===== src/rtl/sum_of_squares_pkg.sv =====
`default_nettype none
// ============================================================================
//  Module      : sum_of_squares_pkg
//  Description : Shared types, default widths and width helper for the
//                vector-length front end (sum of squares feeding SquareRoot).
//  Revision    : 1.0 - initial release
// ============================================================================
package sum_of_squares_pkg;

  // Sequencer states: capture, three squaring passes, then hold the result
  typedef enum logic [2:0] {
    IDLE = 3'd0,
    SQ_X = 3'd1,
    SQ_Y = 3'd2,
    SQ_Z = 3'd3,
    DONE = 3'd4
  } sos_state_t;

  // Sum width for a given component width. The worst case is
  // 3 * 2^(2*in_w-2), which is below 2^(2*in_w), so 2*in_w bits suffice.
  function automatic int sos_out_w(input int in_w);
    return 2 * in_w;
  endfunction

  localparam int DEFAULT_IN_W  = 8;
  localparam int DEFAULT_OUT_W = sos_out_w(DEFAULT_IN_W);

endpackage : sum_of_squares_pkg
`default_nettype wire


===== src/rtl/signed_square.sv =====
`default_nettype none
// ============================================================================
//  Module      : signed_square
//  Description : Combinational square of a two's-complement operand. The
//                result is returned as an unsigned 2*IN_W-bit value, which
//                is exact for every input including -2^(IN_W-1).
//  Revision    : 1.0 - initial release
// ============================================================================
module signed_square #(
  parameter int IN_W = 8
) (
  input  logic [IN_W-1:0]   a,
  output logic [2*IN_W-1:0] sq
);

  logic signed [2*IN_W-1:0] a_ext;
  logic signed [2*IN_W-1:0] prod;

  // Sign-extend to the product width so the truncated signed product is the
  // full square; the largest square 2^(2*IN_W-2) still fits as a positive value.
  always_comb begin
    a_ext = {{IN_W{a[IN_W-1]}}, a};
    prod  = a_ext * a_ext;
    sq    = prod;
  end

endmodule : signed_square
`default_nettype wire


===== src/rtl/sum_of_squares.sv =====
`default_nettype none
// ============================================================================
//  Module      : sum_of_squares
//  Description : Accepts a signed (x, y, z) vector over valid/ready, forms
//                x^2 + y^2 + z^2 with one shared squarer over three cycles,
//                holds the result on a valid/ready output and pulses
//                sr_start once when the result becomes valid.
//  Revision    : 1.0 - initial release
// ============================================================================
module sum_of_squares
  import sum_of_squares_pkg::*;
#(
  parameter int IN_W  = DEFAULT_IN_W,
  parameter int OUT_W = sos_out_w(IN_W)
) (
  input  logic             clk,
  input  logic             rst_,
  input  logic             in_valid,
  output logic             in_ready,
  input  logic [IN_W-1:0]  in_x,
  input  logic [IN_W-1:0]  in_y,
  input  logic [IN_W-1:0]  in_z,
  output logic             out_valid,
  input  logic             out_ready,
  output logic [OUT_W-1:0] out_sum,
  output logic             sr_start
);

  sos_state_t        state_q, state_d;
  logic [IN_W-1:0]   x_q, x_d;
  logic [IN_W-1:0]   y_q, y_d;
  logic [IN_W-1:0]   z_q, z_d;
  logic [OUT_W-1:0]  acc_q, acc_d;
  logic              out_valid_q, out_valid_d;
  logic              sr_start_q, sr_start_d;

  logic [IN_W-1:0]   sq_in;
  logic [2*IN_W-1:0] sq_out;
  logic [OUT_W-1:0]  sq_ext;

  // Route the captured operand for the current pass into the shared squarer
  always_comb begin
    sq_in = '0;
    case (state_q)
      SQ_X:    sq_in = x_q;
      SQ_Y:    sq_in = y_q;
      SQ_Z:    sq_in = z_q;
      default: sq_in = '0;
    endcase
  end

  signed_square #(
    .IN_W (IN_W)
  ) u_signed_square (
    .a  (sq_in),
    .sq (sq_out)
  );

  assign sq_ext = OUT_W'(sq_out);

  // Sequencer: next state, operand capture, accumulation and output flags
  always_comb begin
    state_d     = state_q;
    x_d         = x_q;
    y_d         = y_q;
    z_d         = z_q;
    acc_d       = acc_q;
    out_valid_d = out_valid_q;
    sr_start_d  = 1'b0;
    case (state_q)
      IDLE: begin
        if (in_valid) begin
          x_d     = in_x;
          y_d     = in_y;
          z_d     = in_z;
          acc_d   = '0;
          state_d = SQ_X;
        end
      end
      SQ_X: begin
        acc_d   = sq_ext;
        state_d = SQ_Y;
      end
      SQ_Y: begin
        acc_d   = acc_q + sq_ext;
        state_d = SQ_Z;
      end
      SQ_Z: begin
        acc_d       = acc_q + sq_ext;
        out_valid_d = 1'b1;
        sr_start_d  = 1'b1;
        state_d     = DONE;
      end
      DONE: begin
        if (out_ready) begin
          out_valid_d = 1'b0;
          state_d     = IDLE;
        end
      end
      default: begin
        out_valid_d = 1'b0;
        state_d     = IDLE;
      end
    endcase
  end

  // State and datapath registers; reset aborts any pass in flight
  always_ff @(posedge clk) begin
    if (rst_) begin
      state_q     <= IDLE;
      x_q         <= '0;
      y_q         <= '0;
      z_q         <= '0;
      acc_q       <= '0;
      out_valid_q <= 1'b0;
      sr_start_q  <= 1'b0;
    end else begin
      state_q     <= state_d;
      x_q         <= x_d;
      y_q         <= y_d;
      z_q         <= z_d;
      acc_q       <= acc_d;
      out_valid_q <= out_valid_d;
      sr_start_q  <= sr_start_d;
    end
  end

  assign in_ready  = (state_q == IDLE);
  assign out_valid = out_valid_q;
  assign out_sum   = acc_q;
  assign sr_start  = sr_start_q;

endmodule : sum_of_squares
`default_nettype wire


===== config.mk =====
export PLATFORM = sky130hd
export DESIGN_NAME = sum_of_squares
export DESIGN_NICKNAME = d
export VERILOG_FILES = /design/src/rtl/sum_of_squares_pkg.sv /design/src/rtl/signed_square.sv /design/src/rtl/sum_of_squares.sv
export SDC_FILE = /design/constraint.sdc
export NUM_CORES = 1
export LEC_CHECK = 0
export BUFFER_PORTS_ARGS = -buffer_cell sky130_fd_sc_hd__buf_2
export CAP_MARGIN = 25
export CELL_PAD_IN_SITES_DETAIL_PLACEMENT = 1
export CELL_PAD_IN_SITES_GLOBAL_PLACEMENT = 2
export CORE_MARGIN = 2
export CORE_UTILIZATION = 36
export DETAILED_ROUTE_END_ITERATION = 7
export PLACE_DENSITY_LB_ADDON = 0.1
export SYNTH_ARGS = -nofsm -noshare
export SYNTH_HDL_FRONTEND = slang
export SYNTH_SLANG_ARGS = --single-unit

===== constraint.sdc =====
create_clock -name clk -period 7.01 [get_ports clk]
set_clock_uncertainty 0.15 [all_clocks]
set_input_delay 0.3505 -clock clk [delete_from_list [all_inputs] [get_ports clk]]
set_output_delay 0.3505 -clock clk [all_outputs]
set_load 0.01 [all_outputs]

Yosys cells after proc, flatten, opt, wreduce, memory -nomap -nowiden
Cells that the tools add are included.
Widths: inputs -> output; s select.
{"block": "op_classes", "addsub": 1, "n_mul": 1, "n_eq_ne": 6, "n_mux": 9, "n_bitwise": 1, "n_reduce_logical": 8}
{"cell": "$pmux 16 s3", "count": 1}
{"cell": "$pmux 8 s3", "count": 1}
{"cell": "$add 16x16->16", "count": 1}
{"cell": "$mul 8x8->16", "count": 1}
{"cell": "$mux 16", "count": 1}
{"cell": "$pmux 3 s5", "count": 1}
{"cell": "$reduce_and 2->1", "count": 4}
{"cell": "$eq 3x2->1 const B", "count": 2}
{"cell": "$mux 3", "count": 2}
{"cell": "$ne 2x2->1 const B", "count": 2}
{"cell": "$eq 3x1->1 const B", "count": 1}
{"cell": "$eq 3x3->1 const B", "count": 1}
{"cell": "$logic_not 3->1", "count": 1}
{"cell": "$pmux 1 s3", "count": 1}
{"cell": "$reduce_bool 3->1", "count": 1}
{"cell": "$reduce_or 3->1", "count": 1}
{"cell": "$mux 1", "count": 2}
{"cell": "$reduce_or 2->1", "count": 1}
{"cell": "$not 1->1", "count": 1}
{"block": "word_totals", "reg_bits": 45, "input_bits": 28, "out_inout_bits": 19}

Logic depth before layout (Yosys ltp)
{"block": "logic_depth", "ltp_word": 5, "ltp_mapped": 30}

Hierarchy
From an unflattened synthesis, not the netlist that was laid out.
{"block": "hier_totals", "cells_unflattened": 589, "hier_area_um2": 4758.3}
{"mod": "sum_of_squares", "instances": 1, "cells_per_inst": 340, "area_per_inst_um2": 2628.8, "seq_area_each_um2": 900.9}
{"mod": "signed_square", "instances": 1, "cells_per_inst": 249, "area_per_inst_um2": 2129.5, "seq_area_each_um2": 0.0}

Least setup slack after synthesis
Ideal clock, no wire load.
{"block": "synth_timing", "kind": "register to register", "start": "reg state_q[1]", "end": "reg acc_q[15] (netlist: out_sum[15])", "setup_ns": 0.129, "arrival_ns": 6.004, "t_required_ns": 6.731, "path_slack_ns": 0.726, "path_stages_with_launch": 27, "path_buffers": 2, "synth_period_minus_slack_ns": 6.284, "path_cell_list": "dfxtp_1 buf_4 clkbuf_1 mux2_2 nand2_1 a21o_1 nor2_1 fa_1 fa_1 fa_1 inv_1 fa_1 inv_1 ha_1 a21oi_1 o21ai_0 a21o_1 a21oi_1 xnor2_1 ha_1 a21o_1 a21o_1 a21o_1 a21oi_1 o2111ai_2 xnor2_1 o22ai_1"}
{"block": "synth_between", "elab_chain_len": 5, "elab_cells_between_ends": 12, "cone_classes": "add/sub (1); mul (1); eq/ne (4); mux (2); reduce/logical (4)"}
{"item": "from (decl)", "line": "sum_of_squares.sv:29", "rtl": "sos_state_t state_q, state_d;"}
{"item": "from (signal assigned)", "line": "sum_of_squares.sv:118", "rtl": "state_q <= state_d;"}
{"item": "$eq 3x2->1 / $eq 3x1->1 (equally long branches)", "line": "sum_of_squares.sv:44, sum_of_squares.sv:70"}
{"item": "$pmux 8 s3", "line": "sum_of_squares.sv:44", "rtl": "case (state_q)"}
{"item": "$mul 8x8->16", "line": "signed_square.sv:23", "rtl": "prod = a_ext * a_ext;"}
{"item": "$add 16x16->16", "line": "sum_of_squares.sv:85, sum_of_squares.sv:89"}
{"item": "$pmux 16 s3", "line": "sum_of_squares.sv:70", "rtl": "case (state_q)"}
{"item": "to (signal assigned)", "line": "sum_of_squares.sv:114", "rtl": "acc_q <= '0;"}
{"item": "to (signal assigned)", "line": "sum_of_squares.sv:122", "rtl": "acc_q <= acc_d;"}
{"item": "to (decl)", "line": "sum_of_squares.sv:33", "rtl": "logic [OUT_W-1:0] acc_q, acc_d;"}
Parallel ways exist; a longest one is shown, timed or not.
A chain may end at the register's enable or synchronous reset.

Worst setup path in the final report
Ends and elaborated chain as after synthesis.

==> impl_metrics.yaml <==
clock_network:
  holdBufCountCts: 0
  clock_path_buffers: 2
  htree_num_levels: 2
  cts_tree: "yes"
  cts_sinks: 45
  clk_latency_ns: 0.30
  root_buffer: "clkbuf_16"
  numCtsBuffers: 5
  cts.clk_slew.worst_paths_ns: 0.07
critical_path:
  cp_slowest_cell: "fa_1"
  critPathTopFamily: "adder cells"
  worst_setup_path_end_kind: "register"
  required_ns: 7.00
  cp_num_buf_inv: 5
  crit_chain: "buf_4 -> mux2_2 -> nand2_1 -> a21o_1 -> inv_1 -> nand2_1 -> inv_1 -> fa_1 -> fa_1 -> fa_1 -> inv_1 -> fa_1 -> inv_1 -> ha_1 -> or4_1 -> o22ai_1 -> o21ai_0 -> xor2_1 -> ha_1 -> o21ai_0 -> or4_4 -> o2111ai_2 -> xnor2_1 -> o22ai_1"
  critical_path.max_stage_delay_ns: 0.54
  start_kind: "register"
  crit_type: "reg -> reg"
  crit_arrival_ns: 6.62
  crit_fanout: 12
floorplanning:
  core_area_mm2: 0.0121
  die_h_um: 116
  fp.dieW_um: 116
  initial_core_util_pct: 37.3
  dieArea_mm2: 0.0135
  io_pins: 47
  placement_rows: 40
pwr:
  peakVddDrop_uv: 81.9
  seqPwrFrac_pct: 38.2
  switchingPower_w: 0.000239
  comb_power_share_pct: 24.5
  p_int_w: 0.000511
  p_total_w: 0.000750
  clockPowerShare_pct: 37.3
  p_leak_nw: 2.54
  switching_share_pct: 31.9
  p_per_area_mw_per_mm2: 146
grt:
  grt_pass1_wl_um: 20100
  track_usage_pct: 19.1
  first_global_vias: 4139
  use_met1_pct: 25.1
  gr-max-usage-layer: "met2"
  grt_max_degree: 49
  antenna_found_initial: 0
  grt_use_met3_pct: 2.88
  gr-usage-met2_pct: 33.1
  grt_overflow_total: 0
route:
  wl_per_cell_um: 15.6
  vias: 3879
  via_per_inst: 5.12
  dr.pass1.iters: 4
  routed_wirelength_um: 11800
  dr.first_iter.drc_count: 204
  ant_nets: 0
  drc: 0
cells_and_area:
  antenna_cells: 0
  fillCellCount: 1513
  area_growth_pct: 13.6
  finalNetCount: 703
  layout-drive-gt1-share_pct: 14.4
  fin_cells: 758
timing:
  rsz0062_at_grt: "false"
  fin_crit_sh_pct: 94.5
  setup_ws_ns: 0.383
  hold_violations: 0
  holdWs_ns: 0.135
  max_slew.worst_pin.slew_ns: 0.912
  max_slew_margin_pct: 39.2
  setup_violations: 0
  slew_viol_final: 0
  fin_crit_ns: 6.63
  final.setup.tns_ns: 0
  clock.fmax_mhz: 151
outcome:
  status: "finished, final reports clean"
logic_synthesis:
  synth.avg_cell_area_um2: 8.25
  yosysWarnings: 0
  yosysSeqAreaShare_pct: 20.0
  synth.net_count: 660
  synthDistinctLibCells: 53
  ys_ff_latch: 45
  synth-edff-count: 0
  ys_dominant_reg_cell: "dfxtp_1"
  async_flop_share_pct: 0
  synthesis.area_mm2: 0.00451
  synthCells: 547
place:
  dp.cells: 749
  place_congestion: 0.789
  dp_slack_ns: 0.0827
  hpwl_um: 9560
  portBuffers: 46
flow_run:
  maxCapViolCount: 0
min_path:
  hp-class: "in -> reg"
-- through the flow --
stage / instance area, um^2 / util, %
floorplan: 4510 / -
global placement: 4940 / 40.8
detailed placement: 4940 / 40.8
CTS: 5100 / 42.1
global route: 5130 / 42.3
finish: 5130 / 42.3
-- Yosys cell counts, drive strengths merged, types with 4 or more instances --
library cell   n  share of area (%)
a211oi         7                1.3
a21o          17                2.9
a21oi         43                4.8
a222oi        10                2.2
a22oi          7                1.2
a31oi          4               0.55
buf            4               0.47
clkbuf        17                1.4
dfxtp         45                 20
fa            42                 19
ha            43                 12
inv           76                6.3
mux2           9                2.2
nand2         80                6.7
nand3          4               0.55
nor2          52                4.3
nor3           8               0.89
o21ai         11                1.3
xnor2         21                4.1
xor2          11                2.1
-- flip-flops by register name, summed over array words and instances, names as in the netlist --
name,cells
out_sum,16
x_q,8
y_q,8
z_q,8
state_q,3
out_valid,1
sr_start,1
-- power by group through the flow --
stage | Clock, W | Combinational, W | Sequential, W
2_1_floorplan | 0 | 0.000132 | 0.000286
3_3_place_gp | 0 | 0.000178 | 0.000292
3_5_place_dp | 0 | 0.000182 | 0.000292
4_1_cts | 0.000285 | 0.000183 | 0.000286
5_1_grt | 0.000295 | 0.000209 | 0.000289
6_report | 0.000280 | 0.000184 | 0.000286
-- worst paths after layout --
path	start	end	slack, ns	cells after the start
setup / recovery	state_q[1]$_SDFFE_PP0P_	out_sum[15]$_SDFFE_PP0P_	0.38	24
setup reg to reg	state_q[1]$_SDFFE_PP0P_	out_sum[15]$_SDFFE_PP0P_	0.38	24
hold / removal	in_x[0]	x_q[0]$_SDFFE_PP0P_	0.14	3
hold reg to reg	y_q[5]$_SDFFE_PP0P_	y_q[5]$_SDFFE_PP0P_	0.31	2
-- cell usage in the layout (no fill, tap or decap), types with 3 or more instances in the layout --
| cell | n |
|---|---|
| a211oi_1 | 6 |
| a21o_1 | 15 |
| a21oi_1 | 43 |
| a222oi_1 | 10 |
| a22oi_1 | 7 |
| a31oi_1 | 4 |
| buf_2 | 46 |
| buf_4 | 11 |
| clkbuf_16 | 5 |
| dfxtp_1 | 44 |
| fa_1 | 42 |
| ha_1 | 43 |
| inv_1 | 76 |
| mux2_2 | 8 |
| nand2_1 | 80 |
| nand2b_1 | 3 |
| nand3_1 | 3 |
| nor2_1 | 52 |
| nor3_1 | 8 |
| o211ai_1 | 3 |
| o21ai_0 | 9 |
| xnor2_1 | 20 |
| xor2_1 | 11 |
-- final cells by class --
| class | count | area (um^2) | share of cell area [%] |
|---|---|---|---|
| tap | 168 | 210 | 4.10 |
| sequential | 45 | 905 | 17.6 |
| inverter | 77 | 289 | 5.64 |
| multi-input combinational | 404 | 3250 | 63.3 |
| clock inverter | 2 | 38.8 | 0.756 |
| timing repair buffer | 57 | 313 | 6.10 |
| clock buffer | 5 | 125 | 2.44 |
-- per-layer routing --
layer	vias up	part of all wire, %
li1	1911	-
met1	1915	49
met2	42	47
met3	11	2.3
met4	0	1.2
met5	-	0
-- timing repair --
item,CTS,global route
setup buffers,0,2
setup endpoints to repair,0,5
resized for setup,0,4
-- tightest hold or removal path: stages --
cell	delay, ns
buf_2	0.09
nand2_1	0.05
a21oi_1	0.05
-- cell families after synthesis --
family	after synthesis	synth area share, %
compound gates	116	17.5
buf+inv	98	8.29
flops	45	20.0
simple gates	162	15.3
fa+ha+maj	85	30.5
xor+xnor	32	6.21
mux	9	2.25
(Power assumes the default switching activity.)
